<file path="src/rtl/timer_pkg.sv">
// Shared types and defaults for the stopwatch counter and its helpers.
package timer_pkg;

    // Width of the value handed to binary_to_BCD.
    localparam int unsigned COUNT_W = 8;

    // Defaults: one tick per second at 50 MHz, display range 0..99.
    localparam int unsigned DEF_TICK_DIV    = 50000000;
    localparam int unsigned DEF_MAX_COUNT   = 99;
    localparam int unsigned DEF_SYNC_STAGES = 2;

    typedef enum logic [1:0] {
        StIdle    = 2'd0,
        StRunning = 2'd1,
        StPaused  = 2'd2
    } state_e;

    // Next seconds value: wraps to 0 after max_val and never goes past it.
    function automatic logic [COUNT_W-1:0] next_value(
        input logic [COUNT_W-1:0] value,
        input logic [COUNT_W-1:0] max_val
    );
        logic [COUNT_W-1:0] nxt;
        nxt = '0;
        if (value < max_val) begin
            nxt = value + COUNT_W'(1);
        end
        return nxt;
    endfunction

endpackage

</file>
<file path="src/rtl/btn_sync_edge.sv">
// Button conditioner: multi-flop synchroniser followed by a registered
// rising-edge detector. A held button yields exactly one 1-cycle pulse.
module btn_sync_edge
    import timer_pkg::*;
#(
    parameter int unsigned SYNC_STAGES = DEF_SYNC_STAGES
) (
    input  logic clk_50MHz,
    input  logic reset,
    input  logic btn,
    output logic pulse
);

    logic [SYNC_STAGES-1:0] sync_q;
    logic                   prev_q;
    logic                   pulse_q;

    // Synchroniser chain, previous-level flop and registered edge pulse.
    always_ff @(posedge clk_50MHz or posedge reset) begin
        if (reset) begin
            sync_q  <= '0;
            prev_q  <= 1'b0;
            pulse_q <= 1'b0;
        end else begin
            sync_q  <= {sync_q[SYNC_STAGES-2:0], btn};
            prev_q  <= sync_q[SYNC_STAGES-1];
            pulse_q <= sync_q[SYNC_STAGES-1] & ~prev_q;
        end
    end

    assign pulse = pulse_q;

endmodule

</file>
<file path="src/rtl/stopwatch_counter.sv">
// Controllable seconds counter for the digital timer: start/stop, lap freeze
// and clear from raw buttons, with an internal prescaler generating the tick.
module stopwatch_counter
    import timer_pkg::*;
#(
    parameter int unsigned TICK_DIV    = DEF_TICK_DIV,
    parameter int unsigned MAX_COUNT   = DEF_MAX_COUNT,
    parameter int unsigned SYNC_STAGES = DEF_SYNC_STAGES
) (
    input  logic               clk_50MHz,
    input  logic               reset,
    input  logic               btn_start_stop,
    input  logic               btn_lap,
    input  logic               btn_clear,
    output logic [COUNT_W-1:0] count,
    output logic               running,
    output logic               lap_active,
    output logic               wrap
);

    localparam int unsigned        PRESC_W    = (TICK_DIV > 1) ? $clog2(TICK_DIV) : 1;
    localparam logic [PRESC_W-1:0] PRESC_LAST = PRESC_W'(TICK_DIV - 1);
    localparam logic [COUNT_W-1:0] MAX_VAL    = COUNT_W'(MAX_COUNT);

    logic sp;
    logic lp;
    logic cp;

    state_e             state_q, state_d;
    logic [PRESC_W-1:0] presc_q, presc_d;
    logic [COUNT_W-1:0] value_q, value_d;
    logic [COUNT_W-1:0] lap_q, lap_d;
    logic               lap_active_q, lap_active_d;
    logic [COUNT_W-1:0] count_q, count_d;
    logic               wrap_q, wrap_d;

    logic               lap_toggle;
    logic               clear;
    logic               tick;

    btn_sync_edge #(
        .SYNC_STAGES (SYNC_STAGES)
    ) u_sync_start_stop (
        .clk_50MHz (clk_50MHz),
        .reset     (reset),
        .btn       (btn_start_stop),
        .pulse     (sp)
    );

    btn_sync_edge #(
        .SYNC_STAGES (SYNC_STAGES)
    ) u_sync_lap (
        .clk_50MHz (clk_50MHz),
        .reset     (reset),
        .btn       (btn_lap),
        .pulse     (lp)
    );

    btn_sync_edge #(
        .SYNC_STAGES (SYNC_STAGES)
    ) u_sync_clear (
        .clk_50MHz (clk_50MHz),
        .reset     (reset),
        .btn       (btn_clear),
        .pulse     (cp)
    );

    // Control FSM: pulse priority is clear > start/stop > lap among the
    // pulses that the current state acts on.
    always_comb begin
        state_d    = state_q;
        lap_toggle = 1'b0;
        clear      = 1'b0;
        unique case (state_q)
            StIdle: begin
                if (sp) begin
                    state_d = StRunning;
                end
            end
            StRunning: begin
                // Clear is not honoured while running, so it never masks sp.
                if (sp) begin
                    state_d = StPaused;
                end else if (lp) begin
                    lap_toggle = 1'b1;
                end
            end
            StPaused: begin
                if (cp) begin
                    state_d = StIdle;
                    clear   = 1'b1;
                end else if (sp) begin
                    state_d = StRunning;
                end else if (lp) begin
                    lap_toggle = 1'b1;
                end
            end
            default: begin
                state_d = StIdle;
            end
        endcase
    end

    // Prescaler: advances only while running; a pause landing on the due
    // tick holds it at the last phase so the tick fires right after resume.
    always_comb begin
        presc_d = presc_q;
        tick    = 1'b0;
        if (state_q == StIdle || clear) begin
            presc_d = '0;
        end else if (state_q == StRunning) begin
            if (presc_q == PRESC_LAST) begin
                if (!sp) begin
                    tick    = 1'b1;
                    presc_d = '0;
                end
            end else begin
                presc_d = presc_q + PRESC_W'(1);
            end
        end
    end

    // Internal seconds value and wrap pulse.
    always_comb begin
        value_d = value_q;
        wrap_d  = 1'b0;
        if (clear) begin
            value_d = '0;
        end else if (tick) begin
            value_d = next_value(value_q, MAX_VAL);
            wrap_d  = (value_q >= MAX_VAL);
        end
    end

    // Lap freeze: capture the live value on the rising toggle and show the
    // captured value for as long as lap_active is set.
    always_comb begin
        lap_d        = lap_q;
        lap_active_d = lap_active_q ^ lap_toggle;
        if (lap_toggle && !lap_active_q) begin
            lap_d = value_q;
        end
        if (clear) begin
            lap_active_d = 1'b0;
        end
        count_d = lap_active_q ? lap_q : value_q;
    end

    // State and datapath registers.
    always_ff @(posedge clk_50MHz or posedge reset) begin
        if (reset) begin
            state_q      <= StIdle;
            presc_q      <= '0;
            value_q      <= '0;
            lap_q        <= '0;
            lap_active_q <= 1'b0;
            count_q      <= '0;
            wrap_q       <= 1'b0;
        end else begin
            state_q      <= state_d;
            presc_q      <= presc_d;
            value_q      <= value_d;
            lap_q        <= lap_d;
            lap_active_q <= lap_active_d;
            count_q      <= count_d;
            wrap_q       <= wrap_d;
        end
    end

    assign count      = count_q;
    assign running    = (state_q == StRunning);
    assign lap_active = lap_active_q;
    assign wrap       = wrap_q;

endmodule

</file>
<file path="config.mk">
export PLATFORM = sky130hd
export DESIGN_NAME = stopwatch_counter
export DESIGN_NICKNAME = d
export VERILOG_FILES = /design/src/rtl/timer_pkg.sv /design/src/rtl/btn_sync_edge.sv /design/src/rtl/stopwatch_counter.sv
export SDC_FILE = /design/constraint.sdc
export NUM_CORES = 1
export LEC_CHECK = 0
export BUFFER_PORTS_ARGS = -buffer_cell sky130_fd_sc_hd__buf_4
export CORE_ASPECT_RATIO = 1.25
export CORE_UTILIZATION = 40
export DETAILED_ROUTE_END_ITERATION = 6
export GPL_ROUTABILITY_DRIVEN = 0
export PLACE_DENSITY = 0.53
export REMOVE_ABC_BUFFERS = 1
export SETUP_SLACK_MARGIN = 0.02
export SYNTH_ARGS = -nofsm -noshare
export SYNTH_HDL_FRONTEND = slang
export SYNTH_HIERARCHICAL = 1
export SYNTH_SLANG_ARGS = --single-unit
</file>
<file path="constraint.sdc">
create_clock -name clk_50MHz -period 4.8 [get_ports clk_50MHz]
set_input_delay 0.96 -clock clk_50MHz [delete_from_list [all_inputs] [get_ports clk_50MHz]]
set_output_delay 0.96 -clock clk_50MHz [all_outputs]
set_load 0.005 [all_outputs]
</file>
==> impl_results.md <==
- Largest family of logic cells by synthesized area: simple AND/OR/NAND/NOR gates
- Root buffer cell: clkbuf_8
- Clock Latency Late Sink: between 0.3 and 0.4 ns
- Crit path kind: reg -> reg
- CTS tree: yes
- Final #Nets: about 340
- Post-DP HPWL: between 4 and 5 mm
- Longest Clk Path Bufs: 2
- Fmax: 383.9 MHz
- First-pass GRT wire length: ~12 mm
- Register area share after synthesis: between 40% and 50%
- Share of the synthesized area in the top cell type: 49.49%
- Yosys top cell by area: dfrtp_1
- Fin util: between 40% and 50%
- CP Max Fanout: 15
- Antenna fix cells: 0
- Unique masters post-synth: 55
- Synth Area in Compound Gates: a little under an eighth
- Core area: 0.007928 mm2
- Setup violators final: 0
- P_leak: about 1.6 nW
- DRT Pass-1 Iters: 4
- Setup bufs post-CTS: 0
- CTS hold repair buffers: 0
- Synth top area cells: dfrtp_1 49%, mux2_2 5.1%, nand3_1 3.1%
- Worst Path Arrival: 2.85 ns
- Critical Path Max Stage Delay: 0.58 ns
- Worst Max-Slew Pin Slew: around 0.83 ns
- Via count: 2511
- Worst EP required: between 5 and 6 ns
- DRC: 0
- Antenna violations before repair: 0
- Count leader, synth: dfrtp_1
- Fin. Hold Viols: 0
- Synth Area in Simple Gates: between 20% and 30%
- Worst VDD drop: 0.0002318 V
- Main synth FF type: dfrtp_1
- Synth Area in Adders: under 10%
- Cells along the critical path: inv_1 -> ha_1 -> nand4_1 -> a211oi_1 -> a21boi_0 -> o21ba_2
- # rows: 36
- Post-synth EDFFs: 0
- Die Height: between 100 and 150 um
- ANT nets after route: 0
- Initial Utilization: between 40% and 50%
- Clock skew: 0.009843 ns
- Fin. max-slew vios: 0
- Hold WC Path Type: reg -> reg
- H-tree lvl count: 3
- Period Utilization, post-route: 54.26%
- Vias per cell: a little under 6
- Worst Setup Start Kind: register
- Setup TNS Final: 0 ns
- Per-cell routed wire length: around 17 um
- Status: finished, final reports clean
- Post-cts sizing count: 0
- Cts bufs inserted: 9
- PwrDens: between 300 and 400 mW/mm2
- Relative slew slack: between 40% and 50%
- Layout cells sized above 1: a little under a fifth
- Overall routing resource usage: a little under a fifth
- Mux share of post-synthesis cell area: between 7 and 8%
- Area grow syn2layout: 10.76%
- Largest net degree at the start of global routing: 39
- Clock-pin slew on the worst setup and hold paths: 0.07 ns
- I/O Buffers: 15
- Clock sinks: 66
- Crit. End Element: register
- Asr flop ratio synth: 100.0%
- Unrepaired setup endpoints after global routing: no
- XOR/XNOR Fraction of Synth Area: under 10%
- Post-Syn Instances: between 300 and 400
- Synth warn: 6
- Max cap viols: 0
- Synthesis-stage register bit count: between 60 and 70
- Fill cells: 766
- Initial DRC Count: about 150
- Die ar.: approximately 0.0087 mm2
- Slowest CP cell: a211oi_1
- Synth cell count leaders: 66 x dfrtp_1, 24 x nand2_1, 21 x nand3_1, 19 x nor2_1, 17 x a21oi_1
- Post-Route WL: roughly 7.3 mm
- Syn_area_per_cell: approximately 11 um2
- Vias in the first global route: 2529
- Gr ovfl total: 0
- Die W: 83.70 um
- # IOs: 16
- Fin crit period: about 2.6 ns
- Mapped Area: 0.003337 mm2
[final cells by class]
| cell class | count | area, um2 | share of cell area (%) |
|---|---|---|---|
| sequential | 66 | 1652 | 44.69 |
| multi-input combinational | 224 | 1574 | 42.59 |
| clock buffer | 11 | 141.4 | 3.825 |
| timing repair buffer | 18 | 135.1 | 3.656 |
| tap | 95 | 118.9 | 3.216 |
| inverter | 12 | 45.04 | 1.219 |
| clock inverter | 5 | 30.03 | 0.8125 |
[state kept, by name (all words and copies together) (netlist names)]
signal,cells
u_sync_start_stop/pulse,1
lap_q,8
u_sync_start_stop/prev_q,1
u_sync_clear/prev_q,1
u_sync_lap/sync_q,2
lap_active,1
value_q,8
presc_q,26
wrap,1
u_sync_lap/prev_q,1
u_sync_clear/sync_q,2
u_sync_lap/pulse,1
u_sync_start_stop/sync_q,2
count,8
state_q,2
u_sync_clear/pulse,1
[cells in the final DEF, fill, tap and decap left out, drive strengths merged, types with 5 or more instances in the layout]
cell type,instances
dfrtp,66
nand2,24
nand3,21
nor2,19
a21oi,19
buf,18
mux2,15
nand4,15
inv,12
nand3b,11
clkbuf,11
o21ai,9
mux2i,8
and3,7
xnor2,7
ha,7
nor2b,7
and4,5
a211oi,5
or4,5
[worst paths after layout]
path / start / to / slack [ns] / depth (start not counted)
max: state_q[1]$_DFFE_PP0P_ / presc_q[24]$_DFFE_PP0P_ / 2.20 / 6
min: u_sync_start_stop/sync_q[0]$_DFF_PP0_ / u_sync_start_stop/sync_q[1]$_DFF_PP0_ / 0.35 / 0
max reg2reg: state_q[1]$_DFFE_PP0P_ / presc_q[24]$_DFFE_PP0P_ / 2.20 / 6
min reg2reg: u_sync_start_stop/sync_q[0]$_DFF_PP0_ / u_sync_start_stop/sync_q[1]$_DFF_PP0_ / 0.35 / 0
max in group asynchronous: reset / state_q[0]$_DFFE_PP0P_ / 3.33 / 3
min in group asynchronous: reset / u_sync_start_stop/sync_q[0]$_DFF_PP0_ / 0.52 / 2
[cells by family after synthesis]
kind of cell,count (synthesis)
multiplexers,23
AO/OA/AOI/OAI,55
flip-flops,66
XOR/XNOR,8
buffers and inverters,27
AND/OR/NAND/NOR,131
adder cells (fa/ha/maj),7
[where the power goes]
| part | switching (mW) | internal, mW | leakage [nW] |
|---|---|---|---|
| combinational | 0.224 | 0.106 | 0.643 |
| sequential | 0.0274 | 0.576 | 0.894 |
| clock | 0.221 | 0.199 | 0.0851 |
[stage by stage]
step	power, mW	cells	worst slack, ns	area [um2]	hold slack [ns]
after global routing	1.428	431	1.992	3696	0.3580
after CTS	1.376	431	2.213	3696	0.3571
final	1.353	431	2.195	3696	0.3527
after floorplan	0.8344	302	2.110	3268	0.3312
after detailed placement	0.9477	415	2.214	3525	0.3404
after global placement	0.9411	415	2.207	3525	0.3335
[layer usage]
| metal | vias to the layer above | wire, um | part of all wire (%) | global-route usage, % |
|---|---|---|---|---|
| li1 | 1190 | - | - | - |
| met2 | 40 | 3731 | 51 | 30.08 |
| met5 | - | 0 | 0 | 0 |
| met1 | 1267 | 3217 | 44 | 21.92 |
| met3 | 14 | 195 | 2.7 | 4.603 |
| met4 | 0 | 150 | 2.1 | 8.717 |
[worst max-delay path, delay by kind of cell, from the launching register on]
kind / cells / cell delay, ns
buf+inv: 1 / 0.10
compound gates: 3 / 0.96
fa+ha+maj: 1 / 0.52
flops: 1 / 0.40
simple gates: 1 / 0.51
(Power assumes the default switching activity.)
